File: src/rtl/fetch_stage_p_if.sv
// Fetch-stage bus: redirect controls, instruction-memory port and the
// fetch/decode pipeline register outputs bundled as one interface.
interface fetch_stage_p_if #(
    parameter int PC_WIDTH     = 20,
    parameter int INSTR_WIDTH  = 16,
    parameter int OFFSET_WIDTH = 9,
    parameter int COUNT_WIDTH  = 32
);
    logic                    stall;
    logic [1:0]              pcjumpenable;
    logic [OFFSET_WIDTH-1:0] pcchange;
    logic [PC_WIDTH-1:0]     pclocation;
    logic [PC_WIDTH-1:0]     instruction_rd1;
    logic [INSTR_WIDTH-1:0]  instruction_rd1_out;
    logic [INSTR_WIDTH-1:0]  fetchoutput;
    logic                    fetch_valid;
    logic [PC_WIDTH-1:0]     previous_programcounter;
    logic [COUNT_WIDTH-1:0]  fetch_count;

    // Driver side: decode/control and instruction memory
    modport master (
        output stall, pcjumpenable, pcchange, pclocation, instruction_rd1_out,
        input  instruction_rd1, fetchoutput, fetch_valid, previous_programcounter, fetch_count
    );

    // Fetch stage side
    modport slave (
        input  stall, pcjumpenable, pcchange, pclocation, instruction_rd1_out,
        output instruction_rd1, fetchoutput, fetch_valid, previous_programcounter, fetch_count
    );
endinterface

File: src/rtl/fetch_stage_p.sv
// Parametrised instruction-fetch stage: program counter, combinational
// instruction-memory address, and the fetch/decode pipeline register with
// stall, redirect bubble, relative/absolute branch and a fetch counter.
module fetch_stage_p #(
    parameter int                    PC_WIDTH     = 20,
    parameter int                    INSTR_WIDTH  = 16,
    parameter int                    OFFSET_WIDTH = 9,
    parameter logic [PC_WIDTH-1:0]   RESET_PC     = '0,
    parameter int                    COUNT_WIDTH  = 32
) (
    input  logic           clock,
    input  logic           reset,
    fetch_stage_p_if.slave bus
);
    localparam logic [1:0] MODE_RELATIVE = 2'd1;
    localparam logic [1:0] MODE_ABSOLUTE = 2'd2;

    logic [PC_WIDTH-1:0]    pc_r;
    logic [INSTR_WIDTH-1:0] fetch_word_r;
    logic                   fetch_valid_r;
    logic [PC_WIDTH-1:0]    prev_pc_r;
    logic [COUNT_WIDTH-1:0] count_r;

    logic [PC_WIDTH-1:0]    pc_next_s;
    logic [INSTR_WIDTH-1:0] fetch_word_next_s;
    logic                   fetch_valid_next_s;
    logic [PC_WIDTH-1:0]    prev_pc_next_s;
    logic [COUNT_WIDTH-1:0] count_next_s;
    logic [PC_WIDTH-1:0]    offset_ext_s;

    // Relative branches are taken from the PC of the word sitting in the
    // fetch register, so the offset is sign-extended to the PC width and the
    // sum wraps modulo 2^PC_WIDTH.
    assign offset_ext_s = PC_WIDTH'($signed(bus.pcchange));

    // Next-state selection: redirect overrides stall, stall overrides sequential fetch
    always_comb begin
        pc_next_s          = pc_r;
        fetch_word_next_s  = fetch_word_r;
        fetch_valid_next_s = fetch_valid_r;
        prev_pc_next_s     = prev_pc_r;
        count_next_s       = count_r;
        case (bus.pcjumpenable)
            MODE_RELATIVE: begin
                pc_next_s          = prev_pc_r + offset_ext_s;
                fetch_valid_next_s = 1'b0;
            end
            MODE_ABSOLUTE: begin
                pc_next_s          = bus.pclocation;
                fetch_valid_next_s = 1'b0;
            end
            default: begin
                // Modes 0 and 3 both fetch sequentially
                if (!bus.stall) begin
                    fetch_word_next_s  = bus.instruction_rd1_out;
                    prev_pc_next_s     = pc_r;
                    fetch_valid_next_s = 1'b1;
                    pc_next_s          = pc_r + {{(PC_WIDTH-1){1'b0}}, 1'b1};
                    count_next_s       = count_r + {{(COUNT_WIDTH-1){1'b0}}, 1'b1};
                end else begin
                    fetch_valid_next_s = fetch_valid_r;
                end
            end
        endcase
    end

    // PC and fetch/decode pipeline register, asynchronously reset
    always_ff @(posedge clock or posedge reset) begin
        if (reset) begin
            pc_r          <= RESET_PC;
            fetch_word_r  <= '0;
            fetch_valid_r <= 1'b0;
            prev_pc_r     <= '0;
            count_r       <= '0;
        end else begin
            pc_r          <= pc_next_s;
            fetch_word_r  <= fetch_word_next_s;
            fetch_valid_r <= fetch_valid_next_s;
            prev_pc_r     <= prev_pc_next_s;
            count_r       <= count_next_s;
        end
    end

    assign bus.instruction_rd1         = pc_r;
    assign bus.fetchoutput             = fetch_word_r;
    assign bus.fetch_valid             = fetch_valid_r;
    assign bus.previous_programcounter = prev_pc_r;
    assign bus.fetch_count             = count_r;
endmodule
File: src/flat_wrapper.sv
// flat-port wrapper written by rule: the top's interface ports become plain ports
module fetch_stage_p_flat 
#(
    parameter int                    PC_WIDTH     = 20,
    parameter int                    INSTR_WIDTH  = 16,
    parameter int                    OFFSET_WIDTH = 9,
    parameter logic [PC_WIDTH-1:0]   RESET_PC     = '0,
    parameter int                    COUNT_WIDTH  = 32
)
  (clock, reset, bus_stall, bus_pcjumpenable, bus_pcchange, bus_pclocation, bus_instruction_rd1_out, bus_instruction_rd1, bus_fetchoutput, bus_fetch_valid, bus_previous_programcounter, bus_fetch_count);
  fetch_stage_p_if #(.PC_WIDTH(PC_WIDTH), .INSTR_WIDTH(INSTR_WIDTH), .OFFSET_WIDTH(OFFSET_WIDTH), .COUNT_WIDTH(COUNT_WIDTH)) bus_i ();
  input  logic clock;
  input  logic reset;
  input wire logic [$bits(bus_i.stall)-1:0] bus_stall;
  input wire logic [$bits(bus_i.pcjumpenable)-1:0] bus_pcjumpenable;
  input wire logic [$bits(bus_i.pcchange)-1:0] bus_pcchange;
  input wire logic [$bits(bus_i.pclocation)-1:0] bus_pclocation;
  input wire logic [$bits(bus_i.instruction_rd1_out)-1:0] bus_instruction_rd1_out;
  output wire logic [$bits(bus_i.instruction_rd1)-1:0] bus_instruction_rd1;
  output wire logic [$bits(bus_i.fetchoutput)-1:0] bus_fetchoutput;
  output wire logic [$bits(bus_i.fetch_valid)-1:0] bus_fetch_valid;
  output wire logic [$bits(bus_i.previous_programcounter)-1:0] bus_previous_programcounter;
  output wire logic [$bits(bus_i.fetch_count)-1:0] bus_fetch_count;
  assign bus_i.stall = bus_stall;
  assign bus_i.pcjumpenable = bus_pcjumpenable;
  assign bus_i.pcchange = bus_pcchange;
  assign bus_i.pclocation = bus_pclocation;
  assign bus_i.instruction_rd1_out = bus_instruction_rd1_out;
  assign bus_instruction_rd1 = bus_i.instruction_rd1;
  assign bus_fetchoutput = bus_i.fetchoutput;
  assign bus_fetch_valid = bus_i.fetch_valid;
  assign bus_previous_programcounter = bus_i.previous_programcounter;
  assign bus_fetch_count = bus_i.fetch_count;
  fetch_stage_p #(.PC_WIDTH(PC_WIDTH), .INSTR_WIDTH(INSTR_WIDTH), .OFFSET_WIDTH(OFFSET_WIDTH), .RESET_PC(RESET_PC), .COUNT_WIDTH(COUNT_WIDTH)) u_core (.clock(clock), .reset(reset), .bus(bus_i));
endmodule
File: config.mk
export PLATFORM = sky130hd
export DESIGN_NAME = fetch_stage_p_flat
export DESIGN_NICKNAME = d
export VERILOG_FILES = /design/src/rtl/fetch_stage_p_if.sv /design/src/rtl/fetch_stage_p.sv /design/src/flat_wrapper.sv
export SDC_FILE = /design/constraint.sdc
export NUM_CORES = 1
export LEC_CHECK = 0
export ABC_AREA = 1
export BUFFER_PORTS_ARGS = -buffer_cell sky130_fd_sc_hd__buf_2
export CORE_UTILIZATION = 58
export CTS_CLUSTER_DIAMETER = 200
export DETAILED_ROUTE_END_ITERATION = 8
export HOLD_SLACK_MARGIN = 0.02
export PLACE_DENSITY = 0.92
export SLEW_MARGIN = 20
export SYNTH_ARGS = -nofsm -noshare
export SYNTH_HDL_FRONTEND = slang
export SYNTH_SLANG_ARGS = --single-unit
export TNS_END_PERCENT = 30
File: constraint.sdc
create_clock -name clock -period 7 [get_ports clock]
set_input_delay 1.05 -clock clock [delete_from_list [all_inputs] [get_ports clock]]
set_output_delay 1.05 -clock clock [all_outputs]
set_load 0.01 [all_outputs]
==> key figures <==
Layout
  – Commonest non-fill, non-tap cell in the layout: nand2_1
  – Ant diodes: 0
  – Nets: 971
  – Fin util: 71.2%
  – Area grow syn2layout: 18.3%
  – Area of the multi-input gates: 2960 sq um
  – Layout cells sized above 1: 19.2%
  – Reg area: 2230 sq um
  – Most frequent cells in the layout: nand2_1 (255), buf_2 (138), dfrtp_1 (89)
  – Fill count: 797

Synth
  – Syn Nets: 839
  – Yosys top cell by area: dfrtp_1
  – Top post-synthesis cells by area: dfrtp_1 (40%), nand2_1 (17%), inv_1 (5.6%)
  – Mapped Cells: 765
  – EDFF count, synth: 0
  – FFs w/ async S/R, synth: 100%
  – Post-synthesis cell area: 5590 sq um
  – Post-Syn Area per Cell: 7.30 sq um
  – Count of unique library cells instantiated by Yosys: 39
  – Register bit count reported by yosys: 89
  – Ys flop type: dfrtp_1
  – Register area share after synthesis: 39.9%
  – Synth warnings: 0
  – Synth top area share: 39.9%

Timing
  – Slew Viols, Final: 0
  – Setup TNS: 0 ns
  – Final Hold Fails: 0
  – Post-route clock period utilization: 48.8%
  – Relative slew slack: 30.4%
  – Fmax: 293 MHz
  – Skew final: 0.0127 ns
  – Minimum clock period: 3.42 ns
  – Slew @ Worst Pin: 1.04 ns
  – Count of final setup violators: 0
  – RSZ-0062 raised after global routing: no

Setup path
  – WP data required: 7.24 ns
  – CP Cell Sequence: buf_2, inv_1, ha_1, nor3_2, inv_1, o21ai_0, inv_1, nand2_1, nand2_1
  – Worst setup SP type: input pin
  – Worst setup EP type: flip-flop
  – Max stage delay on crit path: 0.95 ns
  – Slowest CP cell: nor3_2
  – Worst-path fanout max: 25
  – Reg-to-Reg End: u_core.bus.instruction_rd1[10]
  – RR Startpoint: u_core.bus.previous_programcounter[0]
  – Worst R2R Setup Slack: 4.52 ns
  – Most Frequent Cell on Critical Path: inv_1
  – Critical Path AT: 3.66 ns
  – Worst R2R Path Depth: 13
  – CP Class: input pin to flip-flop

Global routing
  – Largest net degree at the start of global routing: 90
  – GRT overflow: 0
  – Number of global-route vias before repair: 5139
  – Initial antenna violation count: 0
  – First-pass GRT wire length: 23900 microns
  – Gr usage total: 30.3%

Power
  – PwrDens: 268 nW/um^2
  – Lkg Pwr: 3.71 nW
  – Final total power: 1.77 mW
  – Maximum vdd drop: 0.197 mV

Place
  – Routability-driven placement congestion ratio: 0.930
  – HPWL Detailed: 11000 microns
  – PortBufs: 138

Clock tree
  – Sink Count: 89
  – CTS root buf: clkbuf_8
  – CTS tree: built
  – H-tree levels: 3
  – Clock transition at path regs: 0.09 ns
  – Cts bufs inserted: 9
  – Post-CTS setup buffers: 0
  – CTS Hold Bufs: 0
  – Post-CTS Resized: 0
  – Worst-Skew Late Latency: 0.36 ns
  – Max clock buf depth: 2

Route
  – Detailed Routing Iterations Pass 1: 7
  – Via count: 5566
  – Drt wl/cell: 14.1 microns
  – Detailed Route Iter0 Violations: 437
  – Vias per inst: 5.40
  – Drt drc: 0
  – Final wirelength: 14600 microns
  – Detail Route Antenna Nets: 0

Flow run
  – Max Cap Viol: 0

Worst hold path
  – Hold path depth: 2
  – Hold endpoint: u_core.bus.fetchoutput[7]
  – Hold Startpoint: u_core.bus.fetchoutput[7]
  – Hold WC Path Type: flip-flop to flip-flop

Run status
  – Status: finished, final reports clean

Die
  – Vert. Die Dim: 100 microns
  – Row count: 35
  – I/O Pins: 139
  – Chip width: 100 microns
  – Die outline area: 10000 sq um
  – Initial core utilization: 60.2%
  – Core Area: 9280 sq um
## stage by stage
step                worst slack (ns)  instances  hold WS [ns]  area [sq um]
floorplan                       3.64        765         0.504          5590
global placement                3.36       1015         0.456          6380
detailed placement              3.29       1015         0.460          6380
CTS                             3.66       1031         0.483          6610
global route                    3.40       1031         0.505          6610
finish                          3.58       1031         0.480          6610
## cells in the mapped netlist (6+ instances only)
library cell  number
nor4_1             6
o21ai_0           53
inv_1             83
dfrtp_1           89
a21oi_1           47
xnor2_1           14
nand3_1           40
nor3_1            13
nand4_1            6
ha_1              23
nor2_1            54
xor2_1            21
clkbuf_1          15
nand2_1          255
## layer usage
| layer | wire length, microns | share of wire [%] | vias up | track usage [%] |
|---|---|---|---|---|
| met1 | 6160 | 42 | 2536 | 41.0 |
| met4 | 421 | 2.9 | 0 | 10.0 |
| li1 | - | - | 2730 | - |
| met2 | 6780 | 46 | 260 | 50.1 |
| met3 | 1230 | 8.4 | 40 | 4.94 |
| met5 | 0 | 0 | - | 0 |
## flip-flops by register name (all words and copies together), names as in the netlist
| register | flops |
|---|---|
| u_core.bus.fetch_count | 32 |
| u_core.bus.instruction_rd1 | 20 |
| u_core.bus.previous_programcounter | 20 |
| u_core.bus.fetchoutput | 16 |
| u_core.bus.fetch_valid | 1 |
## cell type report
class / instances / share of cell area (%)
Timing Repair Buffer: 140 / 10.7
Multi-Input combinational cell: 572 / 44.8
Sequential cell: 89 / 33.7
Tap cell: 129 / 2.44
Inverter: 85 / 4.85
Clock buffer: 12 / 2.35
Clock inverter: 4 / 1.14
## worst max path at each step
stage | startpoint | end | slack, ns
floorplan | reset | u_core.bus.fetch_count[0] | 3.64
detailed placement | bus_pcjumpenable[0] | u_core.bus.instruction_rd1[11] | 3.29
global route | bus_pcjumpenable[0] | u_core.bus.instruction_rd1[11] | 3.40
global placement | bus_pcjumpenable[0] | u_core.bus.instruction_rd1[11] | 3.36
finish | bus_pcjumpenable[0] | u_core.bus.instruction_rd1[11] | 3.58
CTS | bus_pcjumpenable[0] | u_core.bus.instruction_rd1[11] | 3.66
## where the power goes
| group | switching (mW) | internal (mW) | total, mW | leakage, nW |
|---|---|---|---|---|
| sequential | 0.107 | 0.606 | 0.713 | 1.14 |
| clock | 0.183 | 0.221 | 0.404 | 0.109 |
| combinational | 0.407 | 0.245 | 0.653 | 2.46 |
| total | 0.698 | 1.07 | 1.77 | 3.71 |
## worst max-delay path, delay by kind of cell
family                     cells  cell delay, ns
adders and majority gates      1            0.46
buffers and inverters          4            0.84
and+or+nand+nor                3            1.06
AOI/OAI and AO/OA              1            0.24
## kinds of logic after synthesis
logic type | Yosys count | synth area share, %
AOI/OAI and AO/OA | 117 | 11.2
and+or+nand+nor | 396 | 30.9
adders and majority gates | 24 | 5.51
xor gates and xnor gates | 35 | 5.49
buffers and inverters | 104 | 7.14
DFF | 89 | 39.9
No activity file was read; power rests on OpenSTA's default activity.
